### config.mk
export PLATFORM = sky130hd
export DESIGN_NAME = audio_sample_fifo
export DESIGN_NICKNAME = d
export VERILOG_FILES = /design/src/rtl/discrete_audio_pkg.sv /design/src/rtl/audio_sample_ram.sv /design/src/rtl/audio_sample_fifo.sv
export SDC_FILE = /design/constraint.sdc
export NUM_CORES = 1
export LEC_CHECK = 0
export BUFFER_PORTS_ARGS = -buffer_cell sky130_fd_sc_hd__buf_2
export CORE_MARGIN = 5
export CORE_UTILIZATION = 30
export CTS_CLUSTER_SIZE = 30
export DETAILED_ROUTE_END_ITERATION = 8
export PLACE_DENSITY_LB_ADDON = 0.25
export SYNTH_ARGS = -nofsm -noshare
export SYNTH_HDL_FRONTEND = slang
export SYNTH_SLANG_ARGS = --single-unit
export TNS_END_PERCENT = 30
### constraint.sdc
create_clock -name clk -period 5 [get_ports clk]
set_clock_uncertainty 0.1 [all_clocks]
set_input_delay 0.25 -clock clk [delete_from_list [all_inputs] [get_ports clk]]
set_output_delay 0.25 -clock clk [all_outputs]
set_load 0.01 [all_outputs]
### src/rtl/discrete_audio_pkg.sv
// Shared definitions for the discrete audio chain (filter, VCO, sample FIFO).
package discrete_audio_pkg;

    // Default sample width shared by the filter and VCO stages
    localparam int unsigned SampleWidth = 16;

    typedef logic signed [SampleWidth-1:0] sample_t;

endpackage

### src/rtl/audio_sample_ram.sv
// DEPTH x WIDTH sample storage: one write port, one registered read port.
// The read register returns the write data when reading the address being
// written in the same cycle, so a freshly written head sample is visible
// one cycle later.
module audio_sample_ram #(
    parameter int unsigned WIDTH = 16,
    parameter int unsigned DEPTH = 8,
    localparam int unsigned AddrW = $clog2(DEPTH)
) (
    input  logic             i_clk,
    input  logic             i_reset_n,
    input  logic             i_we,
    input  logic [AddrW-1:0] i_waddr,
    input  logic [WIDTH-1:0] i_wdata,
    input  logic             i_re,
    input  logic [AddrW-1:0] i_raddr,
    output logic [WIDTH-1:0] o_rdata
);

    logic [WIDTH-1:0] r_mem [DEPTH];
    logic [WIDTH-1:0] r_rdata;

    // Storage array write; contents need no reset
    always_ff @(posedge i_clk) begin
        if (i_we) begin
            r_mem[i_waddr] <= i_wdata;
        end
    end

    // Registered read port, write-first on address collision; holds when not enabled
    always_ff @(posedge i_clk) begin
        if (!i_reset_n) begin
            r_rdata <= '0;
        end else if (i_re) begin
            if (i_we && (i_waddr == i_raddr)) begin
                r_rdata <= i_wdata;
            end else begin
                r_rdata <= r_mem[i_raddr];
            end
        end
    end

    assign o_rdata = r_rdata;

endmodule

### src/rtl/audio_sample_fifo.sv
// Sample FIFO between the filter stage and the audio consumer.
// level counts every unread sample, including the one presented on out_sample.
// The RAM read register is the output register: it is reloaded with the new
// head whenever the head is consumed or the FIFO goes from empty to non-empty.
module audio_sample_fifo
    import discrete_audio_pkg::*;
#(
    parameter int unsigned WIDTH = SampleWidth,
    parameter int unsigned DEPTH = 8,
    localparam int unsigned PtrW = $clog2(DEPTH),
    localparam int unsigned LvlW = PtrW + 1
) (
    input  logic                    clk,
    input  logic                    reset_n,
    input  logic                    audio_clk_en,
    input  logic signed [WIDTH-1:0] in,
    output logic signed [WIDTH-1:0] out_sample,
    output logic                    out_valid,
    input  logic                    out_ready,
    output logic [LvlW-1:0]         level,
    output logic                    overflow
);

    localparam logic [LvlW-1:0] LvlFull = LvlW'(DEPTH);

    logic [PtrW-1:0]  r_wptr;
    logic [PtrW-1:0]  r_rptr;
    logic [LvlW-1:0]  r_level;
    logic             r_valid;
    logic             r_overflow;

    logic             w_full;
    logic             w_rd;
    logic             w_wr;
    logic             w_load;
    logic             w_ram_we;
    logic             w_ram_re;
    logic [PtrW-1:0]  w_rptr_next;
    logic [LvlW-1:0]  w_level_next;
    logic [WIDTH-1:0] w_rdata;

    // Handshake decode, next read pointer, next occupancy and head reload
    always_comb begin
        w_full      = (r_level == LvlFull);
        w_rd        = r_valid & out_ready;
        // A read in the same cycle frees a slot, so a full FIFO still accepts
        w_wr        = audio_clk_en & (~w_full | w_rd);
        w_rptr_next = r_rptr + PtrW'(w_rd);
        case ({w_wr, w_rd})
            2'b10:   w_level_next = r_level + LvlW'(1);
            2'b01:   w_level_next = r_level - LvlW'(1);
            default: w_level_next = r_level;
        endcase
        w_load      = (w_level_next != '0) & (w_rd | ~r_valid);
        // No storage activity while reset is asserted
        w_ram_we    = w_wr & reset_n;
        w_ram_re    = w_load & reset_n;
    end

    // Pointer, occupancy, valid and sticky overflow state
    always_ff @(posedge clk) begin
        if (!reset_n) begin
            r_wptr     <= '0;
            r_rptr     <= '0;
            r_level    <= '0;
            r_valid    <= 1'b0;
            r_overflow <= 1'b0;
        end else begin
            if (w_wr) begin
                r_wptr <= r_wptr + PtrW'(1);
            end
            r_rptr  <= w_rptr_next;
            r_level <= w_level_next;
            r_valid <= (w_level_next != '0);
            if (audio_clk_en && w_full && !w_rd) begin
                r_overflow <= 1'b1;
            end
        end
    end

    audio_sample_ram #(
        .WIDTH(WIDTH),
        .DEPTH(DEPTH)
    ) u_ram (
        .i_clk    (clk),
        .i_reset_n(reset_n),
        .i_we     (w_ram_we),
        .i_waddr  (r_wptr),
        .i_wdata  (in),
        .i_re     (w_ram_re),
        .i_raddr  (w_rptr_next),
        .o_rdata  (w_rdata)
    );

    assign out_sample = w_rdata;
    assign out_valid  = r_valid;
    assign level      = r_level;
    assign overflow   = r_overflow;

endmodule

==> flow_metrics.env, run 1 <==
export IMPL_yosysSeqAreaShare=0.707
export IMPL_hold_viol=0
export IMPL_cp_required_ns=5.19
export IMPL_hpwl_um=7810
export IMPL_ys_types=37
export IMPL_setup_tns_ns=0
export IMPL_p_per_area_nw_per_um2=473
export IMPL_synth_ff_type="edfxtp_1"
export IMPL_gr_usage_all_layers=0.113
export IMPL_drive_gt1_frac=0.341
export IMPL_power_leakage_uw=0.00254
export IMPL_holdBufCountCts=0
export IMPL_cts_sinks=156
export IMPL_syn_avg_cell_area_um2=18.6
export IMPL_fp_dieW_um=154
export IMPL_gr_total_overflow=0
export IMPL_cts_buffers=17
export IMPL_hold_slack_ns=0.0229
export IMPL_fmax_mhz=295
export IMPL_postCtsSetupBuffers=0
export IMPL_gp_congestion=0.680
export IMPL_nets=416
export IMPL_fp_coreArea_um2=20400
export IMPL_wl_per_cell_um=19.1
export IMPL_post_cts_resize_count=0
export IMPL_cp_end_kind="flop"
export IMPL_path_class="reg -> reg"
export IMPL_portBuffers=41
export IMPL_cts_buffer_depth=2
export IMPL_yosys_area_top_type="edfxtp_1"
export IMPL_num_fill_cells=1914
export IMPL_drt_iter0_drc=130
export IMPL_syn_nets=359
export IMPL_finalMaxSlewViolations=0
export IMPL_register_area_um2=4400
export IMPL_n_antenna_cell=0
export IMPL_grt_pass1_vias=3368
export IMPL_rsz0062_at_grt="false"
export IMPL_first_pass_iters=4
export IMPL_dieArea_um2=23800
export IMPL_drv_cap=0
export IMPL_start_util=0.306
export IMPL_synth_top_area_frac=0.617
export IMPL_antenna_left=0
export IMPL_hp_class="in -> reg"
export IMPL_vias=3167
export IMPL_synthesis_area_um2=6230
export IMPL_grt_first_pass_wirelength_um=20100
export IMPL_crit_path_start_kind="flop"
export IMPL_cts_root_buf="clkbuf_16"
export IMPL_ys_seq_elements=156
export IMPL_multi_input_area_um2=1760
export IMPL_synthTopCellsByCount="128 x edfxtp_1, 33 x mux2i_1, 32 x mux4_2, 28 x dfxtp_1, 22 x nand2_1"
export IMPL_synth_edf_count=128
export IMPL_drc_errors=0
export IMPL_rows=52
export IMPL_crit_arrival_ns=3.58
export IMPL_timing_slew_headroom=0.363
export IMPL_syn_instance_count=335
export IMPL_status="finished, final reports clean"
export IMPL_vias_per_cell=4.69
export IMPL_die_h_um=154
export IMPL_grt_max_degree=35
export IMPL_io_pins=42
export IMPL_period_share=0.677
export IMPL_yosysWarningCount=0
export IMPL_synth_most_common_cell="edfxtp_1"
export IMPL_path_clk_slew_ns=0.06
export IMPL_antenna_found_initial=0
export IMPL_irDropWorstVdd_mv=0.201
export IMPL_syn2layout_area_growth_pct=19.9
export IMPL_cp_max_fo=25
export IMPL_setup_viol=0
export IMPL_async_flop_share=0
export IMPL_wl_um=12900
export IMPL_min_period_ns=3.39
export IMPL_yosys_top_cells_area="edfxtp_1 62%, mux4_2 12%, dfxtp_1 9.0%, mux2i_1 5.3%, mux2_2 2.9%"
export IMPL_clk_latency_ns=0.42
export IMPL_htreeDepth=4
export IMPL_worstMarginPinSlew_ns=0.955
export IMPL_cts_tree="built"
-- power breakdown --
part | total [uW] | internal [uW] | switching [uW]
clock | 1420 | 933 | 490
sequential | 1530 | 1480 | 49.4
combinational | 577 | 291 | 286
total | 3530 | 2700 | 826
-- path summary, 6_finish.rpt --
check	from	to	slack, ns	cells after the start
hold / removal	in[13]	u_ram.r_mem[0][13]	0.02	1
setup reg to reg	out_valid	u_ram.o_rdata[2]	1.61	8
setup / recovery	out_valid	u_ram.o_rdata[2]	1.61	8
hold reg to reg	u_ram.o_rdata[15]	u_ram.o_rdata[15]	0.35	2
-- worst max-delay path, cell delays in order (launching register included) --
cell      delay (ns)
dfxtp_1         0.37
nand2_1         0.14
clkinv_1        0.11
ha_2            0.98
xor2_1          0.22
nor4_4          0.62
buf_4           0.38
mux2i_1         0.24
mux2i_1         0.10
-- layout by cell type, fill, tap and decap left out, drive strengths merged, types with 4 or more instances in the layout --
master,count
dfxtp,28
clkbuf,19
mux2,16
xor2,6
mux4,32
ha,4
and2,8
clkinv,6
nand2,22
mux2i,33
buf,54
edfxtp,128
bufinv,6
nor2,7
-- layout make-up --
type                       instances  area share
sequential                       156       0.590
multi-input combinational        161       0.236
clock buffer                      19      0.0579
tap                              270      0.0452
timing repair buffer              54      0.0405
clock inverter                    13      0.0298
inverter                           2     0.00100
-- per-layer routing --
layer	part of all wire	up-vias	track usage
li1	-	1436	-
met1	0.44	1653	0.143
met2	0.50	60	0.190
met3	0.042	18	0.0284
met4	0.016	0	0.0391
met5	0	-	0
-- sequential cells by signal, summed over array words and instances (netlist names) --
signal,flops
u_ram.r_mem,128
u_ram.o_rdata,16
r_rptr,3
out_valid,1
r_wptr,3
overflow,1
level,4
-- cells by family (layout without fill, tap and decap cells) --
group,count (synthesis),in the layout,synth area share
AO/OA/AOI/OAI,12,12,0.0151
XOR/XNOR,9,9,0.0127
adder cells (fa/ha/maj),4,4,0.00803
buffers and inverters,18,88,0.0135
flip-flops,156,156,0.707
multiplexers,81,81,0.198
AND/OR/NAND/NOR,55,55,0.0464
-- through the flow --
| stage | cell area, um^2 | setup WS [ns] | total power (uW) | instances | util |
|---|---|---|---|---|---|
| after floorplan | 6230 | 1.98 | 1970 | 335 | - |
| after global placement | 6820 | 1.55 | 2140 | 643 | 0.335 |
| after detailed placement | 6820 | 1.48 | 2150 | 643 | 0.335 |
| after CTS | 7470 | 1.45 | 3590 | 675 | 0.367 |
| after global routing | 7470 | 1.20 | 3690 | 675 | 0.367 |
| final | 7470 | 1.61 | 3530 | 675 | 0.367 |
Note: power is estimated with default switching activity, not from simulation.
==> inputs of run 2 (changes only) <==
- clock period: 5 -> 3.3 ns (I/O delays scaled with it)
==> run 2 against run 1 <==
Global-route usage rose by 0.35 points. Die area did not move. Cell count rose by 4.0%. First-iteration DRC count rose by 120%. Core utilization rose by 1.4 points. Largest cell class unchanged. Largest power group unchanged.
==> flow_metrics.env, run 2 (same netlist as run 1, synthesis figures left out) <==
export IMPL_status="finished, final reports clean"
export IMPL_grt_first_pass_wirelength_um=20600
export IMPL_grt_pass1_vias=3403
export IMPL_worstMarginPinSlew_ns=0.993
export IMPL_seqPwrFrac=0.424
export IMPL_portBuffers=41
export IMPL_antenna_found_initial=0
export IMPL_drt_iter0_drc=285
export IMPL_p_total_uw=5450
export IMPL_wl_um=13400
export IMPL_finalMaxSlewViolations=0
export IMPL_power_frac_comb=0.172
export IMPL_p_int_uw=4160
export IMPL_dieArea_um2=23800
export IMPL_timing_slew_headroom=0.336
export IMPL_cp_required_ns=3.49
export IMPL_rows=52
export IMPL_antenna_left=0
export IMPL_cts_tree="built"
export IMPL_final_cell_mix="128 x edfxtp_1, 41 x buf_2, 33 x mux2i_1"
export IMPL_drc_errors=0
export IMPL_syn2layout_area_growth_pct=24.5
export IMPL_drv_cap=0
export IMPL_hold_viol=0
export IMPL_vias_per_cell=4.66
export IMPL_largest_reg_flops=128
export IMPL_fmax_mhz=346
export IMPL_final_cell_area_um2=7760
export IMPL_hpwl_um=8150
export IMPL_crit_arrival_ns=3.08
export IMPL_cp_end_kind="flop"
export IMPL_cp_max_fo=16
export IMPL_htreeDepth=4
export IMPL_path_clk_slew_ns=0.06
export IMPL_fp_coreArea_um2=20400
export IMPL_setup_tns_ns=0
export IMPL_io_pins=42
export IMPL_p_per_area_nw_per_um2=703
export IMPL_hp_class="in -> reg"
export IMPL_drive_gt1_frac=0.347
export IMPL_grt_max_degree=31
export IMPL_gp_congestion=0.720
export IMPL_cts_root_buf="clkbuf_16"
export IMPL_n_antenna_cell=0
export IMPL_period_share=0.875
export IMPL_first_pass_iters=4
export IMPL_post_cts_resize_count=0
export IMPL_gr_total_overflow=0
export IMPL_cts_sinks=156
export IMPL_gr_usage_all_layers=0.117
export IMPL_rsz0062_at_grt="false"
export IMPL_cts_buffers=17
export IMPL_clk_latency_ns=0.42
export IMPL_power_share_clock=0.403
export IMPL_mostFrequentLayoutCell="edfxtp_1"
export IMPL_vias=3270
export IMPL_rrSetupSlack_ns=0.41
export IMPL_start_util=0.306
export IMPL_path_class="reg -> reg"
export IMPL_wl_per_cell_um=19.1
export IMPL_regMostFlops="u_ram.r_mem"
export IMPL_placement_cell_area_um2=6920
export IMPL_swShare=0.237
export IMPL_cts_buffer_depth=2
export IMPL_holdBufCountCts=17
export IMPL_irDropWorstVdd_mv=0.334
export IMPL_final_core_util=0.381
export IMPL_postCtsSetupBuffers=0
export IMPL_fp_dieW_um=154
export IMPL_num_fill_cells=1879
export IMPL_min_period_ns=2.89
export IMPL_setup_viol=0
export IMPL_crit_path_start_kind="flop"
export IMPL_power_leakage_uw=0.00267
export IMPL_switching_power_uw=1290
export IMPL_die_h_um=154
export IMPL_nets=443
[run 2: cell count changes in the layout (fill, tap and decap cells not counted)]
cell / delta
clkinv_2: -2
dlygate4sd3_1: +17
buf_4: +8
buf_12: +2
clkinvlp_4: +2
clkinv_1: -2
inv_6: +2
[run 2: routing by layer]
| layer | vias up | global-route usage | wire length, um |
|---|---|---|---|
| met5 | - | 0 | 0 |
| met4 | 0 | 0.0366 | 106 |
| met3 | 9 | 0.0298 | 431 |
| met2 | 56 | 0.192 | 6850 |
| met1 | 1715 | 0.153 | 6040 |
| li1 | 1490 | - | - |
[run 2: cell type report]
type                       count  area [um^2]  area share
sequential                   156         4400       0.568
multi-input combinational    161         1760       0.227
timing repair buffer          81          573      0.0739
clock buffer                  19          433      0.0558
tap                          270          338      0.0436
clock inverter                13          238      0.0307
inverter                       2         7.51    0.000968
[run 2: path summary, 6_finish.rpt]
check / start / endpoint / cells past startpoint
setup / recovery: out_valid / u_ram.o_rdata[1] / 10
hold reg to reg: u_ram.o_rdata[8] / u_ram.o_rdata[8] / 2
setup reg to reg: out_valid / u_ram.o_rdata[1] / 10
hold / removal: out_ready / level[0] / 3
[run 2: power groups by stage]
| stage | Sequential, uW | Clock [uW] | Combinational (uW) |
|---|---|---|---|
| floorplan | 2380 | 0 | 599 |
| global placement | 2360 | 0 | 935 |
| detailed placement | 2360 | 0 | 946 |
| CTS | 2320 | 2250 | 969 |
| global route | 2330 | 2330 | 1030 |
| finish | 2310 | 2200 | 940 |
[run 2: stage by stage]
step                      hold WS (ns)  std cells  setup slack [ns]
after global placement           0.338        653             0.497
after floorplan                  0.164        335             0.284
after global routing             0.105        702             0.236
after detailed placement         0.348        653             0.457
final                           0.0813        702             0.411
after CTS                       0.0423        702             0.416
[run 2: critical path: stages, from the launching register on]
cell      delay, ns
dfxtp_1        0.45
and3b_1        0.27
xor2_1         0.18
ha_1           0.26
and3_1         0.15
a211oi_1       0.22
a31oi_1        0.09
or3_1          0.39
o221a_1        0.23
buf_4          0.26
mux2i_1        0.16
